`src/rtl/spram_arbiter_pkg.sv`:
```
// Shared types for the SPRAM arbiter slice.
// Power states, SPRAM geometry and the request bundle.
package spram_arb_pkg;

  localparam int SPRAM_AW = 17;
  localparam int SPRAM_DW = 8;

  typedef enum logic [1:0] {
    ACTIVE  = 2'd0,
    STANDBY = 2'd1,
    SLEEP   = 2'd2,
    WAKE    = 2'd3
  } pwr_state_e;

  typedef struct packed {
    logic                we;
    logic [SPRAM_AW-1:0] addr;
    logic [SPRAM_DW-1:0] wdata;
  } req_t;

endpackage

```
`src/rtl/spram_arbiter_if.sv`:
```
// Requester-side bus of the SPRAM arbiter.
// Per-requester valid/ready request channel plus read response.
interface spram_arbiter_if #(
  parameter int NUM_REQ = 2
);
  import spram_arb_pkg::*;

  logic [NUM_REQ-1:0]               req_valid;
  logic [NUM_REQ-1:0]               req_ready;
  logic [NUM_REQ-1:0]               req_we;
  logic [NUM_REQ-1:0][SPRAM_AW-1:0] req_addr;
  logic [NUM_REQ-1:0][SPRAM_DW-1:0] req_wdata;
  logic [NUM_REQ-1:0]               rsp_valid;
  logic [SPRAM_DW-1:0]              rsp_rdata;

  modport master (
    output req_valid, req_we, req_addr, req_wdata,
    input  req_ready, rsp_valid, rsp_rdata
  );

  modport slave (
    input  req_valid, req_we, req_addr, req_wdata,
    output req_ready, rsp_valid, rsp_rdata
  );

endinterface

```
`src/rtl/spram_arbiter_rr_arbiter.sv`:
```
// Round-robin grant: first requester at or after the pointer wins.
// Pointer moves past the winner only when the grant is consumed.
module rr_arbiter #(
  parameter int N = 2
) (
  input  logic                 clk,
  input  logic                 rst,
  input  logic [N-1:0]         req,
  input  logic                 advance,
  output logic [N-1:0]         gnt,
  output logic [$clog2(N)-1:0] gnt_idx
);

  localparam int IW = $clog2(N);

  logic [IW-1:0] ptr;
  logic          found;

  always_comb begin
    found   = 1'b0;
    gnt_idx = '0;
    gnt     = '0;
    for (int k = 0; k < N; k++) begin
      if (!found && req[IW'((int'(ptr) + k) % N)]) begin
        found   = 1'b1;
        gnt_idx = IW'((int'(ptr) + k) % N);
      end
    end
    if (found) gnt[gnt_idx] = 1'b1;
  end

  always_ff @(posedge clk) begin
    if (rst) begin
      ptr <= '0;
    end else if (advance) begin
      ptr <= (gnt_idx == IW'(N - 1)) ? '0 : gnt_idx + 1'b1;
    end
  end

endmodule

```
`src/rtl/spram_arbiter.sv`:
```
// Shares one byte-wide SPRAM bank between NUM_REQ requesters,
// with round-robin access and standby/sleep power management.
module spram_arbiter
  import spram_arb_pkg::*;
#(
  parameter int NUM_REQ     = 2,
  parameter int IDLE_CYCLES = 64,
  parameter int WAKE_CYCLES = 2
) (
  input  logic                clk,
  input  logic                rst,
  spram_arbiter_if.slave      bus,
  input  logic                sleep_req,
  output logic [1:0]          pwr_state,
  output logic [SPRAM_AW-1:0] mem_addr,
  output logic [SPRAM_DW-1:0] mem_din,
  output logic                mem_wren,
  output logic                mem_cs,
  output logic                mem_standby,
  output logic                mem_sleep,
  output logic                mem_poweroff_n,
  input  logic [SPRAM_DW-1:0] mem_dout
);

  localparam int IW = $clog2(NUM_REQ);
  localparam int CMAX =
    (IDLE_CYCLES > WAKE_CYCLES) ? IDLE_CYCLES : WAKE_CYCLES;
  localparam int CW = $clog2(CMAX + 1);
  localparam int IDLE_M1 = (IDLE_CYCLES > 0) ? IDLE_CYCLES - 1 : 0;
  localparam int WAKE_M1 = (WAKE_CYCLES > 0) ? WAKE_CYCLES - 1 : 0;

  pwr_state_e    state, state_d;
  logic [CW-1:0] cnt, cnt_d;

  logic [NUM_REQ-1:0] gnt;
  logic [IW-1:0]      gnt_idx;
  logic               can_accept;
  logic               accept;
  logic               pipe_empty;
  logic               idle;

  req_t          sel, s1;
  logic          s1_cs;
  logic [IW-1:0] idx1, idx2;
  logic          rd2;

  rr_arbiter #(.N(NUM_REQ)) u_rr (
    .clk     (clk),
    .rst     (rst),
    .req     (bus.req_valid),
    .advance (accept),
    .gnt     (gnt),
    .gnt_idx (gnt_idx)
  );

  // A pending sleep request blocks new work so the pipe drains.
  assign can_accept    = (state == ACTIVE) && !sleep_req;
  assign bus.req_ready = can_accept ? gnt : '0;
  assign accept        = can_accept && (|gnt);

  assign sel = '{
    we:    bus.req_we[gnt_idx],
    addr:  bus.req_addr[gnt_idx],
    wdata: bus.req_wdata[gnt_idx]
  };

  always_ff @(posedge clk) begin
    if (rst) begin
      s1    <= '0;
      s1_cs <= 1'b0;
      idx1  <= '0;
      idx2  <= '0;
      rd2   <= 1'b0;
    end else begin
      s1_cs <= accept;
      if (accept) begin
        s1   <= sel;
        idx1 <= gnt_idx;
      end
      rd2  <= s1_cs && !s1.we;
      idx2 <= idx1;
    end
  end

  assign mem_cs         = s1_cs;
  assign mem_wren       = s1_cs && s1.we;
  assign mem_addr       = s1.addr;
  assign mem_din        = s1.wdata;
  assign mem_poweroff_n = 1'b1;

  always_comb begin
    bus.rsp_valid = '0;
    if (rd2) bus.rsp_valid[idx2] = 1'b1;
  end

  assign bus.rsp_rdata = mem_dout;

  assign pipe_empty = !s1_cs && !rd2;
  assign idle       = !(|bus.req_valid) && pipe_empty;

  always_ff @(posedge clk) begin
    if (rst) begin
      state <= ACTIVE;
      cnt   <= '0;
    end else begin
      state <= state_d;
      cnt   <= cnt_d;
    end
  end

  // cnt is the idle counter in ACTIVE and the wake timer in WAKE.
  always_comb begin
    state_d = state;
    cnt_d   = '0;
    unique case (state)
      ACTIVE: begin
        if (sleep_req && pipe_empty) begin
          state_d = SLEEP;
        end else if (IDLE_CYCLES != 0 && idle) begin
          if (cnt == CW'(IDLE_M1)) state_d = STANDBY;
          else                     cnt_d   = cnt + 1'b1;
        end
      end
      STANDBY: begin
        if (sleep_req)               state_d = SLEEP;
        else if (|bus.req_valid)     state_d = WAKE;
      end
      SLEEP: begin
        if (!sleep_req) state_d = WAKE;
      end
      WAKE: begin
        if (sleep_req)                state_d = SLEEP;
        else if (cnt == CW'(WAKE_M1)) state_d = ACTIVE;
        else                          cnt_d   = cnt + 1'b1;
      end
    endcase
  end

  assign pwr_state   = state;
  assign mem_standby = (state == STANDBY);
  assign mem_sleep   = (state == SLEEP);

endmodule

```
`src/flat_wrapper.sv`:
```
// flat-port wrapper written by rule: the top's interface ports become plain ports
module spram_arbiter_flat import spram_arb_pkg::*;
#(
  parameter int NUM_REQ     = 2,
  parameter int IDLE_CYCLES = 64,
  parameter int WAKE_CYCLES = 2
)
  (clk, rst, sleep_req, pwr_state, mem_addr, mem_din, mem_wren, mem_cs, mem_standby, mem_sleep, mem_poweroff_n, mem_dout, bus_req_valid, bus_req_we, bus_req_addr, bus_req_wdata, bus_req_ready, bus_rsp_valid, bus_rsp_rdata);
  spram_arbiter_if #(.NUM_REQ(NUM_REQ)) bus_i ();
  input  logic clk;
  input  logic rst;
  input  logic sleep_req;
  output logic [1:0] pwr_state;
  output logic [SPRAM_AW-1:0] mem_addr;
  output logic [SPRAM_DW-1:0] mem_din;
  output logic mem_wren;
  output logic mem_cs;
  output logic mem_standby;
  output logic mem_sleep;
  output logic mem_poweroff_n;
  input  logic [SPRAM_DW-1:0] mem_dout;
  input wire logic [$bits(bus_i.req_valid)-1:0] bus_req_valid;
  input wire logic [$bits(bus_i.req_we)-1:0] bus_req_we;
  input wire logic [$bits(bus_i.req_addr)-1:0] bus_req_addr;
  input wire logic [$bits(bus_i.req_wdata)-1:0] bus_req_wdata;
  output wire logic [$bits(bus_i.req_ready)-1:0] bus_req_ready;
  output wire logic [$bits(bus_i.rsp_valid)-1:0] bus_rsp_valid;
  output wire logic [$bits(bus_i.rsp_rdata)-1:0] bus_rsp_rdata;
  assign bus_i.req_valid = bus_req_valid;
  assign bus_i.req_we = bus_req_we;
  assign bus_i.req_addr = bus_req_addr;
  assign bus_i.req_wdata = bus_req_wdata;
  assign bus_req_ready = bus_i.req_ready;
  assign bus_rsp_valid = bus_i.rsp_valid;
  assign bus_rsp_rdata = bus_i.rsp_rdata;
  spram_arbiter #(.NUM_REQ(NUM_REQ), .IDLE_CYCLES(IDLE_CYCLES), .WAKE_CYCLES(WAKE_CYCLES)) u_core (.clk(clk), .rst(rst), .bus(bus_i), .sleep_req(sleep_req), .pwr_state(pwr_state), .mem_addr(mem_addr), .mem_din(mem_din), .mem_wren(mem_wren), .mem_cs(mem_cs), .mem_standby(mem_standby), .mem_sleep(mem_sleep), .mem_poweroff_n(mem_poweroff_n), .mem_dout(mem_dout));
endmodule
```
`config.mk`:
```
export PLATFORM = sky130hd
export DESIGN_NAME = spram_arbiter_flat
export DESIGN_NICKNAME = d
export VERILOG_FILES = /design/src/rtl/spram_arbiter_pkg.sv /design/src/rtl/spram_arbiter_if.sv /design/src/rtl/spram_arbiter_rr_arbiter.sv /design/src/rtl/spram_arbiter.sv /design/src/flat_wrapper.sv
export SDC_FILE = /design/constraint.sdc
export NUM_CORES = 1
export LEC_CHECK = 0
export ABC_CLOCK_PERIOD_IN_PS = 2400
export CORE_MARGIN = 5
export CORE_UTILIZATION = 40
export CTS_CLUSTER_DIAMETER = 60
export CTS_CLUSTER_SIZE = 10
export DETAILED_ROUTE_END_ITERATION = 16
export GPL_TIMING_DRIVEN = 0
export PLACE_DENSITY = 0.8
export SYNTH_ARGS = -nofsm -noshare
export SYNTH_HDL_FRONTEND = slang
export SYNTH_SLANG_ARGS = --single-unit
export TNS_END_PERCENT = 1
```
`constraint.sdc`:
```
create_clock -name clk -period 2.4 [get_ports clk]
set_input_delay 0.72 -clock clk [delete_from_list [all_inputs] [get_ports clk]]
set_output_delay 0.72 -clock clk [all_outputs]
set_load 0.005 [all_outputs]
```
### After elaboration in Yosys (flattened, before gate mapping)

Index checks and enable logic that the tools add are counted.

* register bits: 40
* input port bits: 65
* output and inout port bits: 44
* word-level logic and storage cells: 86

* add/sub/neg operators: 3
* magnitude comparators: 6
* equality and inequality tests: 10
* mux-type cells: 37
* reductions and logical operators: 20

Operators by type and width (count)
* $mux 7: 5
* $mux 17: 2
* $mux 2: 11
* $mux 8: 2
* $pmux 7 s2: 1
* $mux 1: 13
* $logic_and 1x1->1: 10
* $ne 3x2->1 const B: 3
* $pmux 2 s4: 1
* $add 7x1->7 const B: 1
* $eq 7x1->1 const B: 1
* $eq 7x6->1 const B: 1
* $logic_not 1->1: 6
* $lt 1x3->1 const B: 2
* $reduce_and 5->1: 1
* $eq 2x2->1 const B: 2
* $lt 1x2->1 const B: 2
* $reduce_or 2->1: 2
* $ne 3x3->1 const B: 1
* $add 1x1->1 const B: 2
* $demux 1 s1: 2
* $eq 2x1->1 const B: 1
* $ge 1x1->1 const B: 2
* $logic_not 2->1: 1
* $ne 2x2->1 const B: 1

### Depth between registers and ports, before layout

* word-level depth: 14
* depth in mapped cells: 8

### By module

From an unflattened synthesis, not the netlist that was laid out.

* cell total of the unflattened synthesis: 236
* area, all modules: 2159.6 sq um

Modules (own cells, without submodules)
* spram_arbiter: times used 1, cells each 230, area each 2102.0 sq um, sequential area each 780.7 sq um
* rr_arbiter: times used 1, cells each 6, area each 57.6 sq um, sequential area each 20.0 sq um

### Worst setup path before layout

No wires, ideal clock.

* path kind: input to output
* from: in bus_req_valid[0]
* to: out bus_req_ready[1]
* data arrival time: 1.412 ns
* required time: 1.680 ns
* slack: 0.268 ns
* cell stages on the path: 3
* buffers on the path: 2
* cell sequence: clkbuf_1 clkbuf_1 and3_1

* word-level cells in the longest chain between the ends: 12

Ends and longest elaborated chain
* start, declared: RTL line flat_wrapper.sv:22 `input wire logic [$bits(bus_i.req_valid)-1:0] bus_req_valid;`
* $mux 1 (not written as such) (2 in series): RTL line spram_arbiter_rr_arbiter.sv:24 `if (!found && req[IW'((int'(ptr) + k) % N)]) begin`
* $mux 1: RTL line spram_arbiter_rr_arbiter.sv:24
* $logic_not 1->1: RTL line spram_arbiter_rr_arbiter.sv:24
* $logic_and 1x1->1: RTL line spram_arbiter_rr_arbiter.sv:24
* $mux 1: RTL line spram_arbiter_rr_arbiter.sv:24
* $lt 1x2->1 (not written as such) / $ge 1x1->1 (equally long branches): RTL line spram_arbiter_rr_arbiter.sv:29 `if (found) gnt[gnt_idx] = 1'b1;`
* $logic_and 1x1->1 (not written as such): RTL line spram_arbiter_rr_arbiter.sv:29
* $mux 1 (not written as such): RTL line spram_arbiter_rr_arbiter.sv:29
* $demux 1 s1: RTL line spram_arbiter_rr_arbiter.sv:29
* $mux 2 *: RTL line spram_arbiter_rr_arbiter.sv:29
* $mux 2 *: RTL line spram_arbiter.sv:58 `assign bus.req_ready = can_accept ? gnt : '0;`
* end, declared: RTL line flat_wrapper.sv:26 `output wire logic [$bits(bus_i.req_ready)-1:0] bus_req_ready;`

Every way passes the cells marked *; elsewhere a longest branch is shown, timed or not. The select of a mux whose other input is x is not followed.

### Final worst setup path

* from: reg u_core.state[0], in the netlist u_core.pwr_state[0]
* to: out mem_sleep

* word-level cells in the longest chain between the ends: 1

Ends and longest elaborated chain
* start, declared: RTL line spram_arbiter.sv:32 `pwr_state_e state, state_d;`
* start signal, assigned: RTL line spram_arbiter.sv:106 `state <= state_d;`
* $eq 2x2->1: RTL line spram_arbiter.sv:141 `assign mem_sleep = (state == SLEEP);`
* end, declared: RTL line flat_wrapper.sv:19 `output logic mem_sleep;`

No other way between the ends.

==> results.json <==
{
  "status": "finished clean",
  "synth_common_cells": "dfxtp_1 (40), nor2_1 (40), buf_4 (34), mux2i_1 (16)",
  "dp.cells": 414,
  "viasPerCell": 4.79,
  "grt_pass1_vias": 1990,
  "syn_area_mm2": 0.00216,
  "synth_nets": 319,
  "place_ws_ps": -570,
  "core_mm2": 0.00517,
  "grt_max_degree": 14,
  "clockBufferDepth": 2,
  "groute.usage.overall": 0.161,
  "setup-violations-final": 0,
  "drive_gt1_frac": 0.170,
  "portBuffers": 97,
  "clkTransAtPathRegs_ps": 70,
  "vias": 2023,
  "yosys.cell_types.count": 36,
  "numCtsBuffers": 5,
  "hold_viol_final": 0,
  "worst_slack_ps": 168,
  "hpwl_um": 4550,
  "cts_tree": "built",
  "num_io_pins": 109,
  "antenna_found_initial": 0,
  "worst_setup_path_end_kind": "output pin",
  "finalCritPeriodShare": 0.930,
  "clockRootBuffer": "clkbuf_8",
  "tightest_slew_ps": 673,
  "final.min_clock_period_ps": 2230,
  "cp.required_ps": 1680,
  "crit_fanout": 5,
  "synth_seq_cells": 40,
  "ys_warn_count": 0,
  "synthFlopType": "dfxtp_1",
  "first_pass_iters": 4,
  "slew_viol_final": 0,
  "row_count": 26,
  "cap_violations": 0,
  "critPathLaunchType": "register",
  "drcViolationCount": 0,
  "leakage_nw": 1.30,
  "final_cell_area_mm2": 0.00332,
  "htreeDepth": 2,
  "syn_inst": 247,
  "power_density_mw_per_mm2": 697,
  "dieHeight_um": 83.4,
  "start_util": 0.417,
  "avgSynthCellArea_um2": 8.73,
  "netlist.area_leader.share": 0.371,
  "finClkSkew_ps": 4.64,
  "critical_path_class": "register to output pin",
  "fmax_mhz": 448,
  "nets": 423,
  "stdcell_count": 422,
  "power_mw": 2.32,
  "synth_async_sr_flop_share": 0,
  "postPlaceCellArea_mm2": 0.00322,
  "hold_buffers": 0,
  "die_area_mm2": 0.00696,
  "detail_route.iter0.violations": 63,
  "clock-sinks": 40,
  "yosys.area.top_type": "dfxtp_1",
  "gp_congestion": 0.800,
  "yosys-top-cells-area": "dfxtp_1 (37%), buf_4 (12%), mux2i_1 (7.4%)",
  "route.detailed.wl_per_inst_um": 13.7,
  "rsz0062_at_grt": "no",
  "antenna_left": 0,
  "clk_latency_ps": 290,
  "synth_edf_count": 0,
  "slew-limit-headroom": 0.551,
  "grt_first_pass_wirelength_um": 9300,
  "areaGrowthSynthToFinish_pct": 54.1,
  "cp.arrival_ps": 1510,
  "peakVddDrop_mv": 0.307,
  "min_path_type": "register to register",
  "die_w_um": 83.4,
  "grt.overflow.total": 0,
  "finalWirelength_um": 5770,
  "synth_seq_area_share": 0.371,
  "antennaDiodeCount": 0
}
power by group:
group	internal, mW	leakage (nW)	switching, mW	total (mW)
Sequential	0.779	0.329	0.0841	0.863
Clock	0.234	0.0455	0.223	0.458
Combinational	0.601	0.923	0.394	0.995
Total	1.61	1.30	0.701	2.32
sequential cells by signal (all words and copies together), names as in the netlist:
name,cells
u_core.rd2,1
u_core.idx2,1
u_core.mem_din,8
u_core.idx1,1
u_core.u_rr.ptr,1
u_core.cnt,7
u_core.mem_addr,17
u_core.s1,1
u_core.mem_cs,1
u_core.pwr_state,2
metrics by stage:
stage | TNS (ps) | util | hold slack [ps]
after floorplan | 0 | - | 413
after global placement | -5190 | 0.622 | 443
after detailed placement | -6000 | 0.622 | 461
after CTS | 0 | 0.643 | 473
after global routing | 0 | 0.643 | 484
final | 0 | 0.643 | 472
final cells by class:
class	count	area [um2]
buffer	49	327
tap	70	87.6
multi-input combinational	153	1030
fill	467	1850
inverter	4	15.0
timing repair buffer	98	967
clock buffer	8	90.1
sequential	40	806
path summary, 6_finish.rpt:
| check | from | end | slack (ps) | depth (start not counted) |
|---|---|---|---|---|
| max | u_core.pwr_state[0] | mem_sleep | 170 | 3 |
| min | u_core.idx1 | u_core.idx2 | 470 | 1 |
| max reg2reg | u_core.pwr_state[1] | u_core.mem_addr[3] | 420 | 8 |
| min reg2reg | u_core.idx1 | u_core.idx2 | 470 | 1 |
critical path, stage by stage, from the launching register on:
cell and delay (ps):
dfxtp_4 370, inv_2 70, ha_1 240, clkdlybuf4s50_1 540
cells in the final DEF (no fill, tap or decap), drive strengths merged, types with 3 or more instances in the layout:
cell type / count
clkdlybuf4s50: 94
nor2: 40
dfxtp: 40
buf: 40
clkbuf: 20
mux2i: 16
nand2: 15
a211oi: 15
nand3: 13
a311oi: 11
ha: 7
xnor2: 4
nor2b: 4
inv: 4
and2: 3
logic make-up (layout without fill, tap and decap cells):
family | count (synthesis) | count (layout) | share of synthesized area
buf+inv | 54 | 159 | 0.155
xor+xnor | 6 | 6 | 0.0244
flops | 40 | 40 | 0.371
mux | 17 | 17 | 0.0812
compound gates | 37 | 37 | 0.144
fa+ha+maj | 7 | 7 | 0.0406
simple gates | 85 | 85 | 0.182
other cells | 1 | 1 | 0.00174
layer usage:
| layer | vias to the layer above | GRT usage | routed length (um) |
|---|---|---|---|
| li1 | 1023 | - | - |
| met1 | 908 | 0.196 | 2510 |
| met2 | 87 | 0.278 | 2750 |
| met3 | 5 | 0.0515 | 477 |
| met4 | 0 | 0.0336 | 29 |
| met5 | - | 0 | 0 |
timing repair:
action	CTS	global route
resized for setup	15	6
endpoints found under the setup margin	2	1
setup buffers	1	0
Note: power is estimated with default switching activity, not from simulation.
